File: src/rtl/tqv_periph_bus_arbiter_if.sv
// tqv_periph_bus_arbiter_if: requester handshakes, TinyQV peripheral register bus and arbiter status.
interface tqv_periph_bus_arbiter_if #(
    parameter int ADDR_W = 6
);
    logic              r0_req, r1_req, r0_we, r1_we;
    logic [ADDR_W-1:0] r0_addr, r1_addr;
    logic [31:0]       r0_wdata, r1_wdata;
    logic [1:0]        r0_txn, r1_txn;
    logic              r0_ack, r1_ack, r_err;
    logic [31:0]       r_rdata;
    logic [ADDR_W-1:0] address;
    logic [31:0]       data_in, data_out;
    logic [1:0]        data_write_n, data_read_n;
    logic              data_ready, busy, owner;

    modport master (
        input  r0_req, r0_we, r0_addr, r0_wdata, r0_txn,
        input  r1_req, r1_we, r1_addr, r1_wdata, r1_txn,
        input  data_out, data_ready,
        output r0_ack, r1_ack, r_err, r_rdata,
        output address, data_in, data_write_n, data_read_n, busy, owner
    );

    modport slave (
        output r0_req, r0_we, r0_addr, r0_wdata, r0_txn,
        output r1_req, r1_we, r1_addr, r1_wdata, r1_txn,
        output data_out, data_ready,
        input  r0_ack, r1_ack, r_err, r_rdata,
        input  address, data_in, data_write_n, data_read_n, busy, owner
    );
endinterface

File: src/rtl/tqv_periph_bus_arbiter.sv
// tqv_periph_bus_arbiter: round-robin two-requester sequencer for one TinyQV peripheral,
// generating write/read strobes, masking read data by width and bounding reads with a timeout.
module tqv_periph_bus_arbiter #(
    parameter int ADDR_W  = 6,
    parameter int TIMEOUT = 255
) (
    input  logic                       clk,
    input  logic                       rst_n,
    tqv_periph_bus_arbiter_if.master   bus
);
    typedef enum logic [1:0] {S_IDLE, S_WR, S_RD, S_DONE} state_t;

    state_t            r_state, w_next;
    logic              r_owner, r_err_q;
    logic [1:0]        r_txn;
    logic [ADDR_W-1:0] r_addr;
    logic [31:0]       r_data_in, r_rdata_q;
    logic [7:0]        r_cnt;

    logic              w_any, w_gnt, w_we, w_timeout;
    logic [1:0]        w_txn;
    logic [ADDR_W-1:0] w_addr;
    logic [31:0]       w_wdata, w_rmask;

    // On a tie the requester that did not win last time gets the grant
    assign w_any     = bus.r0_req | bus.r1_req;
    assign w_gnt     = (bus.r0_req & bus.r1_req) ? ~r_owner : bus.r1_req;
    assign w_we      = w_gnt ? bus.r1_we    : bus.r0_we;
    assign w_txn     = w_gnt ? bus.r1_txn   : bus.r0_txn;
    assign w_addr    = w_gnt ? bus.r1_addr  : bus.r0_addr;
    assign w_wdata   = w_gnt ? bus.r1_wdata : bus.r0_wdata;
    assign w_timeout = r_cnt == 8'(TIMEOUT - 1);
    assign w_rmask   = r_txn == 2'b00 ? {24'b0, bus.data_out[7:0]}
                     : r_txn == 2'b01 ? {16'b0, bus.data_out[15:0]} : bus.data_out;

    always_ff @(posedge clk or negedge rst_n)
        if (!rst_n) r_state <= S_IDLE;
        else        r_state <= w_next;

    always_comb begin
        w_next = r_state;
        case (r_state)
            S_IDLE:  if (w_any) w_next = w_txn == 2'b11 ? S_DONE : w_we ? S_WR : S_RD;
            S_WR:    w_next = S_DONE;
            S_RD:    if (bus.data_ready || w_timeout) w_next = S_DONE;
            default: w_next = S_IDLE;
        endcase
    end

    // Strobes and acks decode the state directly so reset idles them at once
    always_comb begin
        bus.data_write_n = r_state == S_WR ? r_txn : 2'b11;
        bus.data_read_n  = r_state == S_RD ? r_txn : 2'b11;
        bus.r0_ack       = r_state == S_DONE && !r_owner;
        bus.r1_ack       = r_state == S_DONE && r_owner;
        bus.busy         = r_state != S_IDLE;
    end

    always_ff @(posedge clk or negedge rst_n) begin
        if (!rst_n) begin
            r_owner   <= 1'b1;
            r_txn     <= 2'b00;
            r_addr    <= '0;
            r_data_in <= 32'b0;
            r_err_q   <= 1'b0;
            r_rdata_q <= 32'b0;
            r_cnt     <= 8'd0;
        end else begin
            case (r_state)
                S_IDLE: if (w_any) begin
                    r_owner   <= w_gnt;
                    r_txn     <= w_txn;
                    r_addr    <= w_addr;
                    r_data_in <= w_we ? w_wdata : 32'b0;
                    r_err_q   <= w_txn == 2'b11;
                end
                S_RD: begin
                    r_cnt <= r_cnt + 8'd1;
                    if (bus.data_ready) begin
                        r_rdata_q <= w_rmask;
                        r_err_q   <= 1'b0;
                    end else if (w_timeout) begin
                        r_rdata_q <= 32'b0;
                        r_err_q   <= 1'b1;
                    end
                end
                S_DONE:  r_cnt <= 8'd0;
                default: ;
            endcase
        end
    end

    assign bus.owner   = r_owner;
    assign bus.address = r_addr;
    assign bus.data_in = r_data_in;
    assign bus.r_err   = r_err_q;
    assign bus.r_rdata = r_rdata_q;
endmodule

File: src/flat_wrapper.sv
// flat-port wrapper written by rule: the top's interface ports become plain ports
module tqv_periph_bus_arbiter_flat 
#(
    parameter int ADDR_W  = 6,
    parameter int TIMEOUT = 255
)
  (clk, rst_n, bus_r0_req, bus_r0_we, bus_r0_addr, bus_r0_wdata, bus_r0_txn, bus_r1_req, bus_r1_we, bus_r1_addr, bus_r1_wdata, bus_r1_txn, bus_data_out, bus_data_ready, bus_r0_ack, bus_r1_ack, bus_r_err, bus_r_rdata, bus_address, bus_data_in, bus_data_write_n, bus_data_read_n, bus_busy, bus_owner);
  tqv_periph_bus_arbiter_if #(.ADDR_W(ADDR_W)) bus_i ();
  input  logic clk;
  input  logic rst_n;
  input wire logic [$bits(bus_i.r0_req)-1:0] bus_r0_req;
  input wire logic [$bits(bus_i.r0_we)-1:0] bus_r0_we;
  input wire logic [$bits(bus_i.r0_addr)-1:0] bus_r0_addr;
  input wire logic [$bits(bus_i.r0_wdata)-1:0] bus_r0_wdata;
  input wire logic [$bits(bus_i.r0_txn)-1:0] bus_r0_txn;
  input wire logic [$bits(bus_i.r1_req)-1:0] bus_r1_req;
  input wire logic [$bits(bus_i.r1_we)-1:0] bus_r1_we;
  input wire logic [$bits(bus_i.r1_addr)-1:0] bus_r1_addr;
  input wire logic [$bits(bus_i.r1_wdata)-1:0] bus_r1_wdata;
  input wire logic [$bits(bus_i.r1_txn)-1:0] bus_r1_txn;
  input wire logic [$bits(bus_i.data_out)-1:0] bus_data_out;
  input wire logic [$bits(bus_i.data_ready)-1:0] bus_data_ready;
  output wire logic [$bits(bus_i.r0_ack)-1:0] bus_r0_ack;
  output wire logic [$bits(bus_i.r1_ack)-1:0] bus_r1_ack;
  output wire logic [$bits(bus_i.r_err)-1:0] bus_r_err;
  output wire logic [$bits(bus_i.r_rdata)-1:0] bus_r_rdata;
  output wire logic [$bits(bus_i.address)-1:0] bus_address;
  output wire logic [$bits(bus_i.data_in)-1:0] bus_data_in;
  output wire logic [$bits(bus_i.data_write_n)-1:0] bus_data_write_n;
  output wire logic [$bits(bus_i.data_read_n)-1:0] bus_data_read_n;
  output wire logic [$bits(bus_i.busy)-1:0] bus_busy;
  output wire logic [$bits(bus_i.owner)-1:0] bus_owner;
  assign bus_i.r0_req = bus_r0_req;
  assign bus_i.r0_we = bus_r0_we;
  assign bus_i.r0_addr = bus_r0_addr;
  assign bus_i.r0_wdata = bus_r0_wdata;
  assign bus_i.r0_txn = bus_r0_txn;
  assign bus_i.r1_req = bus_r1_req;
  assign bus_i.r1_we = bus_r1_we;
  assign bus_i.r1_addr = bus_r1_addr;
  assign bus_i.r1_wdata = bus_r1_wdata;
  assign bus_i.r1_txn = bus_r1_txn;
  assign bus_i.data_out = bus_data_out;
  assign bus_i.data_ready = bus_data_ready;
  assign bus_r0_ack = bus_i.r0_ack;
  assign bus_r1_ack = bus_i.r1_ack;
  assign bus_r_err = bus_i.r_err;
  assign bus_r_rdata = bus_i.r_rdata;
  assign bus_address = bus_i.address;
  assign bus_data_in = bus_i.data_in;
  assign bus_data_write_n = bus_i.data_write_n;
  assign bus_data_read_n = bus_i.data_read_n;
  assign bus_busy = bus_i.busy;
  assign bus_owner = bus_i.owner;
  tqv_periph_bus_arbiter #(.ADDR_W(ADDR_W), .TIMEOUT(TIMEOUT)) u_core (.clk(clk), .rst_n(rst_n), .bus(bus_i));
endmodule
File: config.mk
export PLATFORM = sky130hd
export DESIGN_NAME = tqv_periph_bus_arbiter_flat
export DESIGN_NICKNAME = d
export VERILOG_FILES = /design/src/rtl/tqv_periph_bus_arbiter_if.sv /design/src/rtl/tqv_periph_bus_arbiter.sv /design/src/flat_wrapper.sv
export SDC_FILE = /design/constraint.sdc
export NUM_CORES = 1
export LEC_CHECK = 0
export CORE_MARGIN = 3
export CORE_UTILIZATION = 44
export CTS_CLUSTER_SIZE = 12
export DETAILED_ROUTE_END_ITERATION = 10
export PLACE_DENSITY = 0.85
export SLEW_MARGIN = 20
export SYNTH_ARGS = -nofsm -noshare
export SYNTH_HDL_FRONTEND = slang
export SYNTH_SLANG_ARGS = --single-unit
File: constraint.sdc
create_clock -name clk -period 5.2 [get_ports clk]
set_input_delay 1.56 -clock clk [delete_from_list [all_inputs] [get_ports clk]]
set_output_delay 1.56 -clock clk [all_outputs]
set_load 0.1 [all_outputs]
==> out/metrics.csv <==
stage,metric,value,unit
status,status,"complete, no violations",
critical_path,critPathSlowestCell,clkdlybuf4s50_1,
cells_and_area,drive_above_1_share,10.1,%
synth,yosys_warnings,0,
routing,drtPass1Iterations,4,
critical_path,cp-start-kind,register,
synth,syn_avg_cell_area,10.7,µm²
critical_path,slowest_delay,1130,ps
clock_network,clock-sinks,84,
sta,fmax,234,MHz
synth,synthMuxAreaShare,10.4,%
sta,max_slew_margin,31.7,%
critical_path,worst_setup_path_end_kind,output pin,
global_routing,grt_max_degree,85,
critical_path,cp_data_required_time,3640,ps
synth,synthFlopType,dfrtp_1,
sta,rsz0062_at_grt,no,
floorplanning,core,8930,µm²
routing,post_drt_via_cell_ratio,5.39,
global_routing,grt_usage,21.9,%
floorplanning,die_area,10700,µm²
sta,hold_violations,0,
clock_network,h-tree-depth,3,
cells_and_area,diodes,0,
global_routing,grt_pass1_wl,18100,µm
critical_path,critical_path_class,register to output pin,
clock_network,clk_latency,340,ps
synth,synthAdderAreaFrac,1.80,%
clock_network,cts_setup_buffers,0,
sta,worstMarginPinSlew,1020,ps
routing,drc,0,
floorplanning,die_w,103,µm
critical_path,cp.arrival,2700,ps
clock_network,cts_tree,done,
sta,finClkSkew,11.9,ps
sta,worst_slack,935,ps
floorplanning,ios,198,
floorplanning,initial_utilization,46.6,%
clock_network,clockRootBuffer,clkbuf_8,
place,hpwl,8960,µm
flow_run,maxCapViolCount,0,
synth,synth.cell_area,4160,µm²
sta,tns,0,ps
synth,syn-instance-count,389,
synth,yosysSeqAreaShare,50.5,%
synth,syn-num-nets,514,
routing,wl_per_cell,17.4,µm
synth,async_reset_ff_share,100,%
synth,synth-seq-cells,84,
cells_and_area,regArea,2100,µm²
routing,antenna_left,0,
global_routing,grt-ovfl-total,0,
place,pre_cts_ws,1320,ps
cells_and_area,nNetsFinal,697,
cells_and_area,multiInputGateArea,1840,µm²
cells_and_area,areaGrowthSynthToFinish,55.7,%
sta,finalCritPeriodShare,82.0,%
routing,drt_iter0_drc,167,
clock_network,cts_resized,0,
clock_network,clock_path_buffers,2,
cells_and_area,fillCellCount,668,
worst_hold_path,hp-class,register to register,
routing,drt-total-wl,11900,µm
critical_path,cp_cell_sequence,"inv_1, ha_1, buf_4, nand2b_1, clkdlybuf4s50_1",
place,place_congestion,0.870,
floorplanning,die_h,103,µm
floorplanning,row_count,34,
critical_path,crit_fanout,14,
global_routing,antenna_found_initial,0,
routing,vias,3693,
synth,synthSimpleGateAreaFrac,10.9,%
global_routing,grt_pass1_vias,3618,
place,io_buffer_count,197,
clock_network,numCtsBuffers,9,
synth,ys_types,39,
clock_network,cts.reportedPaths.clkPinSlew,80,ps
sta,period_needed,4260,ps
clock_network,cts-hold-fix-buffers,0,
synth,synth_top_family_by_area,compound AO/OA/AOI/OAI gates,
synth,synth_edf_count,0,
sta,finalSetupViolCount,0,
synth,synth_compound_area_share,19.4,%
sta,slew_viol_final,0,
synth,yosys.area_share.xor_xnor,1.05,%
cells in the final DEF (no fill, tap or decap), drive strengths merged:
master         count
a21oi              5
and2               2
nand2             45
nand3b             2
ha                 6
o21a               1
nor2               9
a221o              1
o2bb2ai            2
or3b               1
a21boi             1
clkbuf            10
and3               1
nand2b             4
nor2b              2
o21ai             38
nor3               1
o31ai             32
or3                3
clkinvlp           1
o2111ai            8
inv               29
dfstp              1
mux2i             42
xor2               4
bufinv             4
nand3              3
clkdlybuf4s50    196
clkinv             1
mux2               1
a31oi              1
a22o               8
nand4             20
xnor2              1
buf                7
dfrtp             83
a21o               1
per-stage QoR:
stage	cell area [µm²]	std cells	hold slack, ps	util (%)
6_report	6480	685	486	72.5
5_1_grt	6480	685	518	72.5
4_1_cts	6480	685	490	72.5
3_5_place_dp	6210	669	472	69.6
3_3_place_gp	6210	669	466	69.6
2_1_floorplan	4160	389	505	-
logic make-up (layout without fill, tap and decap cells):
logic type	Yosys count	count (layout)
buffers and inverters	60	248
flip-flops	84	84
XOR/XNOR	5	5
AO/OA/AOI/OAI	98	98
adder cells (fa/ha/maj)	6	6
AND/OR/NAND/NOR	93	93
multiplexers	43	43
sequential cells by signal, indices dropped and copies added (netlist names):
signal and cells:
u_core.bus.data_in 32, u_core.bus.r_rdata 32, u_core.r_cnt 8, u_core.bus.address 6, u_core.r_state 2, u_core.r_txn 2, u_core.bus.owner 1, u_core.bus.r_err 1
final timing paths:
path	startpoint	cells past startpoint	slack (ps)	end
max	u_core.r_state[0]$_DFFE_PN0P_	5	940	bus_data_read_n[0]
min	u_core.bus.data_in[29]$_DFFE_PN0P_	2	490	u_core.bus.data_in[29]$_DFFE_PN0P_
max reg2reg	u_core.r_state[0]$_DFFE_PN0P_	5	2910	u_core.bus.r_rdata[20]$_DFFE_PN0P_
min reg2reg	u_core.bus.data_in[29]$_DFFE_PN0P_	2	490	u_core.bus.data_in[29]$_DFFE_PN0P_
max in group asynchronous	rst_n	1	3430	u_core.bus.data_in[25]$_DFFE_PN0P_
min in group asynchronous	rst_n	1	1260	u_core.bus.r_rdata[1]$_DFFE_PN0P_
metal layers:
metal,routed length (µm),vias up,GRT usage [%]
li1,-,1742,-
met1,4620,1769,26.6
met2,5880,168,37.0
met3,1260,14,7.51
met4,188,0,6.08
met5,0,-,0
Yosys cell counts (3+ instances only):
cell type | n | area (µm²)
nor2_1 | 9 | 33.8
ha_1 | 6 | 75.1
a22o_1 | 8 | 70.1
xor2_1 | 4 | 35.0
o31ai_2 | 30 | 375
a21oi_1 | 5 | 25.0
dfrtp_1 | 83 | 2080
clkbuf_1 | 17 | 63.8
nand3_1 | 3 | 15.0
buf_4 | 4 | 30.0
o2111ai_1 | 8 | 70.1
nand2_1 | 45 | 169
inv_1 | 28 | 105
buf_2 | 9 | 45.0
nand4_1 | 20 | 125
o21ai_1 | 36 | 180
mux2i_1 | 42 | 420
nand2b_1 | 4 | 25.0
critical path, delay by kind of cell, from the launching register on:
family	cells	cell delay (ps)
flip-flops	1	420
buffers and inverters	3	1480
AND/OR/NAND/NOR	1	90
adder cells (fa/ha/maj)	1	370
cell type report:
cell class / count / area share (%)
repair buffers: 203 / 31.3
clock inverters: 6 / 2.10
flip-flops and latches: 84 / 32.5
clock buffers: 10 / 1.97
multi-input cells: 245 / 28.4
well taps: 108 / 2.08
inverters: 29 / 1.68
Power is left out: the tool's default activity adds up to more than one toggle a clock period on the data nets, which glitch-free logic cannot reach.
